===== src/rtl/arbiter_out_node_if.sv =====
// Upload-side bundle of the communication assist: four upload sources in,
// two registered ring channels (req, rep) out.
interface arbiter_out_node_if #(
   parameter int unsigned FLIT_W = 16,
   parameter int unsigned CTRL_W = 2
);
   logic              v_ic_req;
   logic [FLIT_W-1:0] ic_req_flit;
   logic [CTRL_W-1:0] ic_req_ctrl;
   logic              ack_ic_req;
   logic              v_dc_req;
   logic [FLIT_W-1:0] dc_req_flit;
   logic [CTRL_W-1:0] dc_req_ctrl;
   logic              ack_dc_req;
   logic              v_dc_rep;
   logic [FLIT_W-1:0] dc_rep_flit;
   logic [CTRL_W-1:0] dc_rep_ctrl;
   logic              ack_dc_rep;
   logic              v_mem_rep;
   logic [FLIT_W-1:0] mem_rep_flit;
   logic [CTRL_W-1:0] mem_rep_ctrl;
   logic              ack_mem_rep;
   logic              out_req_rdy;
   logic              v_req_out;
   logic [FLIT_W-1:0] req_flit_out;
   logic [CTRL_W-1:0] req_ctrl_out;
   logic              out_rep_rdy;
   logic              v_rep_out;
   logic [FLIT_W-1:0] rep_flit_out;
   logic [CTRL_W-1:0] rep_ctrl_out;

   modport master (
      output v_ic_req, ic_req_flit, ic_req_ctrl, input ack_ic_req,
      output v_dc_req, dc_req_flit, dc_req_ctrl, input ack_dc_req,
      output v_dc_rep, dc_rep_flit, dc_rep_ctrl, input ack_dc_rep,
      output v_mem_rep, mem_rep_flit, mem_rep_ctrl, input ack_mem_rep,
      output out_req_rdy, input v_req_out, req_flit_out, req_ctrl_out,
      output out_rep_rdy, input v_rep_out, rep_flit_out, rep_ctrl_out
   );

   modport slave (
      input v_ic_req, ic_req_flit, ic_req_ctrl, output ack_ic_req,
      input v_dc_req, dc_req_flit, dc_req_ctrl, output ack_dc_req,
      input v_dc_rep, dc_rep_flit, dc_rep_ctrl, output ack_dc_rep,
      input v_mem_rep, mem_rep_flit, mem_rep_ctrl, output ack_mem_rep,
      input out_req_rdy, output v_req_out, req_flit_out, req_ctrl_out,
      input out_rep_rdy, output v_rep_out, rep_flit_out, rep_ctrl_out
   );
endinterface


===== src/rtl/arbiter_out_node.sv =====
// Packet-locked round-robin arbiter merging upload flits onto the req (ic/dc)
// and rep (dc/mem) ring channels, each with a one-flit output register.
module arbiter_out_node #(
   parameter int unsigned FLIT_W = 16,
   parameter int unsigned CTRL_W = 2
) (
   input logic               clk,
   input logic               rst,
   arbiter_out_node_if.slave bus
);
   localparam logic [CTRL_W-1:0] CtrlHead = CTRL_W'(1);
   localparam logic [CTRL_W-1:0] CtrlTail = CTRL_W'(3);

   typedef enum logic [2:0] {
      StIdle = 3'b001,
      StA    = 3'b010,
      StB    = 3'b100
   } state_e;

   // Index 0 is the req channel (A=ic, B=dc), index 1 the rep channel (A=dc, B=mem).
   logic [1:0]        v_a, v_b, rdy, ack_a, ack_b, v_out;
   logic [FLIT_W-1:0] flit_a [2];
   logic [FLIT_W-1:0] flit_b [2];
   logic [FLIT_W-1:0] flit_out [2];
   logic [CTRL_W-1:0] ctrl_a [2];
   logic [CTRL_W-1:0] ctrl_b [2];
   logic [CTRL_W-1:0] ctrl_out [2];

   assign v_a       = {bus.v_dc_rep, bus.v_ic_req};
   assign v_b       = {bus.v_mem_rep, bus.v_dc_req};
   assign rdy       = {bus.out_rep_rdy, bus.out_req_rdy};
   assign flit_a[0] = bus.ic_req_flit;
   assign flit_a[1] = bus.dc_rep_flit;
   assign flit_b[0] = bus.dc_req_flit;
   assign flit_b[1] = bus.mem_rep_flit;
   assign ctrl_a[0] = bus.ic_req_ctrl;
   assign ctrl_a[1] = bus.dc_rep_ctrl;
   assign ctrl_b[0] = bus.dc_req_ctrl;
   assign ctrl_b[1] = bus.mem_rep_ctrl;

   for (genvar c = 0; c < 2; c++) begin : g_ch
      state_e            state_q, state_d;
      logic              prio_a_q, prio_a_d;
      logic              v_out_q;
      logic [FLIT_W-1:0] flit_q;
      logic [CTRL_W-1:0] ctrl_q;
      logic              ld, head_a, head_b, grant_a, grant_b, load, sel_b;

      assign ld     = !v_out_q || rdy[c];
      assign head_a = v_a[c] && (ctrl_a[c] == CtrlHead);
      assign head_b = v_b[c] && (ctrl_b[c] == CtrlHead);

      always_comb begin
         state_d  = state_q;
         prio_a_d = prio_a_q;
         grant_a  = 1'b0;
         grant_b  = 1'b0;
         load     = 1'b0;
         sel_b    = 1'b0;
         unique case (state_q)
            StIdle: begin
               if (ld && head_a && (prio_a_q || !head_b)) begin
                  grant_a = 1'b1;
                  load    = 1'b1;
                  state_d = StA;
               end else if (ld && head_b) begin
                  grant_b = 1'b1;
                  load    = 1'b1;
                  sel_b   = 1'b1;
                  state_d = StB;
               end
               // Orphan body/tail flits with no open packet are consumed and dropped.
               if (v_a[c] && !head_a) grant_a = 1'b1;
               if (v_b[c] && !head_b) grant_b = 1'b1;
            end
            StA: begin
               if (v_a[c] && ld) begin
                  grant_a = 1'b1;
                  load    = 1'b1;
                  if (ctrl_a[c] == CtrlTail) begin
                     state_d  = StIdle;
                     prio_a_d = 1'b0;
                  end
               end
            end
            StB: begin
               if (v_b[c] && ld) begin
                  grant_b = 1'b1;
                  load    = 1'b1;
                  sel_b   = 1'b1;
                  if (ctrl_b[c] == CtrlTail) begin
                     state_d  = StIdle;
                     prio_a_d = 1'b1;
                  end
               end
            end
            default: state_d = StIdle;
         endcase
      end

      always_ff @(posedge clk or negedge rst) begin
         if (!rst) begin
            state_q  <= StIdle;
            prio_a_q <= 1'b1;
            v_out_q  <= 1'b0;
            flit_q   <= '0;
            ctrl_q   <= '0;
         end else begin
            state_q  <= state_d;
            prio_a_q <= prio_a_d;
            if (load) begin
               v_out_q <= 1'b1;
               flit_q  <= sel_b ? flit_b[c] : flit_a[c];
               ctrl_q  <= sel_b ? ctrl_b[c] : ctrl_a[c];
            end else if (rdy[c]) begin
               v_out_q <= 1'b0;
            end
         end
      end

      // Acks are combinational, so gate them while reset is asserted.
      assign ack_a[c]    = grant_a && rst;
      assign ack_b[c]    = grant_b && rst;
      assign v_out[c]    = v_out_q;
      assign flit_out[c] = flit_q;
      assign ctrl_out[c] = ctrl_q;
   end

   assign bus.ack_ic_req   = ack_a[0];
   assign bus.ack_dc_req   = ack_b[0];
   assign bus.ack_dc_rep   = ack_a[1];
   assign bus.ack_mem_rep  = ack_b[1];
   assign bus.v_req_out    = v_out[0];
   assign bus.req_flit_out = flit_out[0];
   assign bus.req_ctrl_out = ctrl_out[0];
   assign bus.v_rep_out    = v_out[1];
   assign bus.rep_flit_out = flit_out[1];
   assign bus.rep_ctrl_out = ctrl_out[1];
endmodule


===== src/flat_wrapper.sv =====
// flat-port wrapper written by rule: the top's interface ports become plain ports
module arbiter_out_node_flat 
#(
   parameter int unsigned FLIT_W = 16,
   parameter int unsigned CTRL_W = 2
)
  (clk, rst, bus_v_ic_req, bus_ic_req_flit, bus_ic_req_ctrl, bus_ack_ic_req, bus_v_dc_req, bus_dc_req_flit, bus_dc_req_ctrl, bus_ack_dc_req, bus_v_dc_rep, bus_dc_rep_flit, bus_dc_rep_ctrl, bus_ack_dc_rep, bus_v_mem_rep, bus_mem_rep_flit, bus_mem_rep_ctrl, bus_ack_mem_rep, bus_out_req_rdy, bus_v_req_out, bus_req_flit_out, bus_req_ctrl_out, bus_out_rep_rdy, bus_v_rep_out, bus_rep_flit_out, bus_rep_ctrl_out);
  arbiter_out_node_if #(.FLIT_W(FLIT_W), .CTRL_W(CTRL_W)) bus_i ();
  input logic clk;
  input logic rst;
  input wire logic [$bits(bus_i.v_ic_req)-1:0] bus_v_ic_req;
  input wire logic [$bits(bus_i.ic_req_flit)-1:0] bus_ic_req_flit;
  input wire logic [$bits(bus_i.ic_req_ctrl)-1:0] bus_ic_req_ctrl;
  output wire logic [$bits(bus_i.ack_ic_req)-1:0] bus_ack_ic_req;
  input wire logic [$bits(bus_i.v_dc_req)-1:0] bus_v_dc_req;
  input wire logic [$bits(bus_i.dc_req_flit)-1:0] bus_dc_req_flit;
  input wire logic [$bits(bus_i.dc_req_ctrl)-1:0] bus_dc_req_ctrl;
  output wire logic [$bits(bus_i.ack_dc_req)-1:0] bus_ack_dc_req;
  input wire logic [$bits(bus_i.v_dc_rep)-1:0] bus_v_dc_rep;
  input wire logic [$bits(bus_i.dc_rep_flit)-1:0] bus_dc_rep_flit;
  input wire logic [$bits(bus_i.dc_rep_ctrl)-1:0] bus_dc_rep_ctrl;
  output wire logic [$bits(bus_i.ack_dc_rep)-1:0] bus_ack_dc_rep;
  input wire logic [$bits(bus_i.v_mem_rep)-1:0] bus_v_mem_rep;
  input wire logic [$bits(bus_i.mem_rep_flit)-1:0] bus_mem_rep_flit;
  input wire logic [$bits(bus_i.mem_rep_ctrl)-1:0] bus_mem_rep_ctrl;
  output wire logic [$bits(bus_i.ack_mem_rep)-1:0] bus_ack_mem_rep;
  input wire logic [$bits(bus_i.out_req_rdy)-1:0] bus_out_req_rdy;
  output wire logic [$bits(bus_i.v_req_out)-1:0] bus_v_req_out;
  output wire logic [$bits(bus_i.req_flit_out)-1:0] bus_req_flit_out;
  output wire logic [$bits(bus_i.req_ctrl_out)-1:0] bus_req_ctrl_out;
  input wire logic [$bits(bus_i.out_rep_rdy)-1:0] bus_out_rep_rdy;
  output wire logic [$bits(bus_i.v_rep_out)-1:0] bus_v_rep_out;
  output wire logic [$bits(bus_i.rep_flit_out)-1:0] bus_rep_flit_out;
  output wire logic [$bits(bus_i.rep_ctrl_out)-1:0] bus_rep_ctrl_out;
  assign bus_i.v_ic_req = bus_v_ic_req;
  assign bus_i.ic_req_flit = bus_ic_req_flit;
  assign bus_i.ic_req_ctrl = bus_ic_req_ctrl;
  assign bus_ack_ic_req = bus_i.ack_ic_req;
  assign bus_i.v_dc_req = bus_v_dc_req;
  assign bus_i.dc_req_flit = bus_dc_req_flit;
  assign bus_i.dc_req_ctrl = bus_dc_req_ctrl;
  assign bus_ack_dc_req = bus_i.ack_dc_req;
  assign bus_i.v_dc_rep = bus_v_dc_rep;
  assign bus_i.dc_rep_flit = bus_dc_rep_flit;
  assign bus_i.dc_rep_ctrl = bus_dc_rep_ctrl;
  assign bus_ack_dc_rep = bus_i.ack_dc_rep;
  assign bus_i.v_mem_rep = bus_v_mem_rep;
  assign bus_i.mem_rep_flit = bus_mem_rep_flit;
  assign bus_i.mem_rep_ctrl = bus_mem_rep_ctrl;
  assign bus_ack_mem_rep = bus_i.ack_mem_rep;
  assign bus_i.out_req_rdy = bus_out_req_rdy;
  assign bus_v_req_out = bus_i.v_req_out;
  assign bus_req_flit_out = bus_i.req_flit_out;
  assign bus_req_ctrl_out = bus_i.req_ctrl_out;
  assign bus_i.out_rep_rdy = bus_out_rep_rdy;
  assign bus_v_rep_out = bus_i.v_rep_out;
  assign bus_rep_flit_out = bus_i.rep_flit_out;
  assign bus_rep_ctrl_out = bus_i.rep_ctrl_out;
  arbiter_out_node #(.FLIT_W(FLIT_W), .CTRL_W(CTRL_W)) u_core (.clk(clk), .rst(rst), .bus(bus_i));
endmodule

===== config.mk =====
export PLATFORM = sky130hd
export DESIGN_NAME = arbiter_out_node_flat
export DESIGN_NICKNAME = d
export VERILOG_FILES = /design/src/rtl/arbiter_out_node_if.sv /design/src/rtl/arbiter_out_node.sv /design/src/flat_wrapper.sv
export SDC_FILE = /design/constraint.sdc
export NUM_CORES = 1
export LEC_CHECK = 0
export CORE_MARGIN = 2
export CORE_UTILIZATION = 40
export DETAILED_ROUTE_END_ITERATION = 8
export PLACE_DENSITY = 0.79
export SETUP_SLACK_MARGIN = 0.05
export SLEW_MARGIN = 0
export SYNTH_ARGS = -nofsm -noshare
export SYNTH_HDL_FRONTEND = slang
export SYNTH_SLANG_ARGS = --single-unit

===== constraint.sdc =====
create_clock -name clk -period 3.35 [get_ports clk]
set_clock_uncertainty 0.15 [all_clocks]
set_input_delay 0.8375 -clock clk [delete_from_list [all_inputs] [get_ports clk]]
set_output_delay 0.8375 -clock clk [all_outputs]
set_load 0.005 [all_outputs]

**After elaboration in Yosys (flattened, before gate mapping)**

Cells that the tools add are included.

- Muxes and demuxes: 56
- Reductions and logical operators: 40
- Equality and inequality tests: 24

Operator list:

| cell | count |
|---|---|
| $mux W3 | 12 |
| $mux W16 | 2 |
| $mux W1 | 28 |
| $logic_and A1 B1 Y1 | 22 |
| $reduce_and A5 Y1 | 4 |
| $pmux W3 S3 | 2 |
| $ne A2 B1 Y1 const B | 8 |
| $pmux W1 S2 | 8 |
| $eq A2 B1 Y1 const B | 4 |
| $eq A2 B2 Y1 const B | 4 |
| $reduce_bool A2 Y1 | 4 |
| $eq A3 B1 Y1 const B | 2 |
| $eq A3 B2 Y1 const B | 2 |
| $eq A3 B3 Y1 const B | 2 |
| $logic_not A1 Y1 | 6 |
| $ne A3 B1 Y1 const B | 2 |
| $pmux W1 S3 | 2 |
| $logic_or A1 B1 Y1 | 4 |
| $mux W2 | 2 |

- Bits of input ports: 80
- Logic and storage cells: 130
- Output and inout bits: 42
- Flip-flop bits (word level): 46

**Logic depth before layout (Yosys ltp)**

- Word-level depth: 9
- Gate-level depth with buffers: 8
- Depth with buffers taken out: 5

**Least setup slack after synthesis**

Ideal clock, no wire load.

- Path kind: input -> output
- From: in bus_out_rep_rdy
- To: out bus_ack_mem_rep
- Data required time: 2.362 ns
- Arrival time: 2.004 ns
- Path buffers: 2
- Cell stages on the path: 6
- Slack: 0.358 ns
- Cells stage by stage: nand2b_1 > buf_2 > nor4b_4 > o31ai_4 > buf_6 > o21a_1

- Cells in the longest elaborated chain, start to end: 7
- Elaborated cells between the ends (all ways): 11
- Classes of those cells: mux (5); reduce/logical (6)

RTL lines:

| element | line | source |
|---|---|---|
| start, declared | flat_wrapper.sv:31 | `input wire logic [$bits(bus_i.out_rep_rdy)-1:0] bus_out_rep_rdy;` |
| $logic_or A1 B1 Y1 * | arbiter_out_node.sv:49 | `assign ld = !v_out_q \|\| rdy[c];` |
| $logic_and A1 B1 Y1 (on tied branches) | arbiter_out_node.sv:66, arbiter_out_node.sv:62 |  |
| $mux W1 / $logic_and A1 B1 Y1 (equally long branches) | arbiter_out_node.sv:66, arbiter_out_node.sv:62 |  |
| $mux W1 | arbiter_out_node.sv:62 | `if (ld && head_a && (prio_a_q \|\| !head_b)) begin` |
| $mux W1 | arbiter_out_node.sv:74 | `if (v_b[c] && !head_b) grant_b = 1'b1;` |
| $pmux W1 S2 * | arbiter_out_node.sv:60 | `unique case (state_q)` |
| $logic_and A1 B1 Y1 * | arbiter_out_node.sv:123 | `assign ack_b[c] = grant_b && rst;` |
| end, declared | flat_wrapper.sv:26 | `output wire logic [$bits(bus_i.ack_mem_rep)-1:0] bus_ack_mem_rep;` |

Mark *: on every way between the ends. The rest lies on a longest branch, timed or not.

**Worst setup path after layout**

- From: in bus_v_dc_req
- To: out bus_ack_dc_req

- Cells in the longest elaborated chain, start to end: 8
- Elaborated cells between the ends (all ways): 13
- Classes of those cells: mux (5); reduce/logical (8)

RTL lines:

| element | line | source |
|---|---|---|
| start, declared | flat_wrapper.sv:15 | `input wire logic [$bits(bus_i.v_dc_req)-1:0] bus_v_dc_req;` |
| $logic_and A1 B1 Y1 | arbiter_out_node.sv:51 | `assign head_b = v_b[c] && (ctrl_b[c] == CtrlHead);` |
| $logic_not A1 Y1 | arbiter_out_node.sv:62, arbiter_out_node.sv:74 |  |
| $logic_or A1 B1 Y1 | arbiter_out_node.sv:62 |  |
| $logic_and A1 B1 Y1 | arbiter_out_node.sv:62 |  |
| $mux W1 | arbiter_out_node.sv:62 |  |
| $mux W1 | arbiter_out_node.sv:74 |  |
| $pmux W1 S2 * | arbiter_out_node.sv:60 |  |
| $logic_and A1 B1 Y1 * | arbiter_out_node.sv:123 |  |
| end, declared | flat_wrapper.sv:18 | `output wire logic [$bits(bus_i.ack_dc_req)-1:0] bus_ack_dc_req;` |

Marks and branches as above.

==> results.md <==
- Status: completed
- # diodes: 0
- Setup CP Type: in -> out
- Multi-input logic area: 1340 sq um
- Register Area: 1160 sq um
- Worst VDD drop: 0.329 mV
- Top cell family by delay on the critical path: buffers and inverters
- Hold Vio Cnt, Final: 0
- Startpoint of the worst hold path: u_core.bus.rep_flit_out[7]$_DFFE_PN0P_
- Crit path depth: 7
- Seq cells post-synth: 46
- CP Capture Type: output port
- Initial antenna violation count: 0
- Final setup fails: 0
- Final #Nets: 464
- Reg clk slew, reported paths: 80 ps
- Detail Route Antenna Nets: 0
- Relative slew slack: 66.9%
- Mapped cell area: 2530 sq um
- Die X: 83.6 um
- Slowest cell on the critical path: clkdlybuf4s50_1
- Minimum clock period: 3320 ps
- Arr. time, crit path: 2330 ps
- Clk Latency, worst-skew pair: 290 ps
- RSZ-0062 raised after global routing: true
- Ys flop type: dfrtp_1
- Total GRT Usage: 20.7%
- Wire per inst: 15.5 um
- Gpl congestion: 0.909
- Post-Synthesis Net Count: 308
- Die height: 83.6 um
- CTS tree: yes
- Cells along the critical path: clkdlybuf4s50_1 > nand4bb_1 > buf_4 > and4_1 > o21ai_2 > o21a_1 > dlygate4sd2_1
- Full die area: 6980 sq um
- Worst Hold Depth: 1
- Cells after synthesis: 228
- CTS max path bufs: 2
- Count of pins over their slew limit: 0
- Worst slew pin tran: 496 ps
- Yosys top cell area share: 41.5%
- CTS sink cnt: 46
- Multiplexer area fraction after synthesis: 23.6%
- Flop2flop setup slack: 880 ps
- Post-synth ARST share: 100%
- CP Max Fanout: 2
- Largest net degree at the start of global routing: 26
- Worst R2R End: u_core.bus.rep_flit_out[15]$_DFFE_PN0P_
- Post-Synth XOR/XNOR Area: 0%
- GRT Residual Overflow: 0
- Area grow syn2layout: 65.7%
- Endpoint, Worst Hold: u_core.bus.rep_flit_out[7]$_DFFE_PN0P_
- Distinct cells, synth: 40
- Cts-stage hold buffer count: 0
- FF-to-FF path depth: 6
- EDFF count, synth: 0
- Power Density: 549 nW/um^2
- Dominant cell type by area after synthesis: dfrtp_1
- Worst hold path type: reg -> reg
- Fillers: 484
- Seq/Total Area, Yosys: 45.7%
- Starting density of the core: 42.0%
- Num rows: 28
- CTS Root Cell: clkbuf_8
- Syn avg cell area: 11.1 sq um
- Crit-path max cell delay: 480 ps
- Top-count cell post-synth: dfrtp_1
- FMAX: 301 MHz
- Routed Wire Length: 7130 um
- Simple-gate share of the synthesized area: 16.0%
- DRT iter0 DRCs: 57
- # DRC: 0
- Period utilisation layout: 99.1%
- Largest cells by area after synthesis: dfrtp_1 42%, mux2_2 12%, mux2i_1 6.7%, mux2_4 5.3%, a21oi_1 4.7%
- Compound-gate portion of the synthesized area: 11.1%
- Cts bufs inserted: 5
- LEAKAGE: 0.00178 uW
- Synth Area in Adders: 0%
- H-tree level count: 2
- Dpl hpwl: 5400 um
- Vias in the first global route: 2516
- Io pins: 122
- R2r startpoint: u_core.g_ch[1].state_q[0]$_DFFE_PN1P_
- Setup_tns: 0 ps
- Crit path launch type: input pin
- Warnings from Yosys: 0
- Final Total Pwr: 2300 uW
- Core area: 6030 sq um
- DRT Pass-1 Iters: 4
- Max-cap violations: 0
- Most frequent cells after synthesis: 42 x dfrtp_1, 26 x mux2_2, 24 x a21oi_1
- Via/cell ratio: 5.21
- WP buf/inv: 3
- Layout cells sized above 1: 26.2%
- Vias: 2398
- IO buf count: 121
- Global-route wire length before repair: 11800 um
- Largest family of logic cells by synthesized area: multiplexers
- Critical path required time: 2360 ps
==> registers in the layout, summed over array words and instances, names as in the netlist <==
signal,cells
u_core.bus.req_flit_out,16
u_core.bus.rep_ctrl_out,2
u_core.g_ch.prio_a_q,2
u_core.g_ch.state_q,6
u_core.bus.req_ctrl_out,2
u_core.bus.rep_flit_out,16
u_core.bus.v_req_out,1
u_core.bus.v_rep_out,1
==> repair_timing <==
action / CTS / global route
gates cloned: 0 / 0
pin swaps: 7 / 3
buffers inserted: 5 / 2
setup endpoints to repair: 4 / 4
gates resized for setup: 22 / 6
==> cell usage in the layout (no fill, tap or decap), types with 2 or more instances in the layout <==
master / n
and2_1: 2
clkbuf_8: 5
buf_2: 2
mux2_2: 26
mux2i_1: 17
nand3_1: 2
nand2b_4: 2
nor2_1: 22
buf_4: 38
o21ai_0: 5
clkdlybuf4s50_1: 108
nand2b_1: 6
a31oi_1: 3
and3b_1: 2
clkinvlp_4: 2
dfstp_2: 4
and4_1: 2
nor3b_1: 2
dlymetal6s2s_1: 2
mux2_4: 9
inv_1: 5
nand2_1: 6
o21ai_1: 2
dlygate4sd2_1: 8
nand4_1: 7
a21oi_1: 24
nor3_1: 2
o21a_1: 3
dfrtp_1: 42
nor2b_1: 3
==> cells by family (layout without fill, tap and decap cells) <==
group / after synthesis / count (layout)
buf+inv: 15 / 172
compound gates: 46 / 46
mux: 52 / 52
simple gates: 69 / 69
flops: 46 / 46
==> cell type report <==
cell class	instances	share of cell area (%)
Clock buffer	5	1.64
Clock inverter	3	1.07
Inverter	5	0.447
Multi-Input combinational cell	167	31.9
Sequential cell	46	27.6
Tap cell	75	2.24
Timing Repair Buffer	159	35.2
==> metrics by stage <==
| stage | utilization [%] | cells | cell area [sq um] | setup WS, ps | hold slack, ps |
|---|---|---|---|---|---|
| floorplan | - | 228 | 2530 | 358 | 324 |
| global placement | 66.3 | 445 | 3990 | -239 | 337 |
| detailed placement | 66.3 | 445 | 3990 | -299 | 342 |
| CTS | 69.2 | 458 | 4170 | 84.6 | 362 |
| global route | 69.6 | 460 | 4200 | -22.7 | 378 |
| finish | 69.6 | 460 | 4200 | 30.8 | 359 |
==> how the worst max path moves through the flow <==
stage | to | slack [ps] | start
6_report | bus_ack_dc_req | 30 | bus_v_dc_req
5_1_grt | bus_ack_ic_req | -20 | bus_v_dc_req
4_1_cts | bus_ack_ic_req | 80 | bus_v_dc_req
3_5_place_dp | bus_ack_dc_rep | -300 | bus_mem_rep_ctrl[0]
3_3_place_gp | bus_ack_dc_rep | -240 | bus_mem_rep_ctrl[0]
2_1_floorplan | bus_ack_mem_rep | 360 | bus_out_rep_rdy
==> power by group <==
group          total (uW)  leakage [uW]  switching (uW)  internal [uW]
Clock                 407     0.0000504             185            222
Combinational         995       0.00120             333            662
Sequential            901      0.000531             121            779
Total                2300       0.00178             639           1660
==> layer usage <==
metal	GRT usage (%)	routed length, um	share of wire [%]
met4	5.13	104	1.5
met1	24.5	2860	40
met3	5.93	593	8.3
met2	36.9	3570	50
met5	0	0	0
No activity file was read; power rests on OpenSTA's default activity.
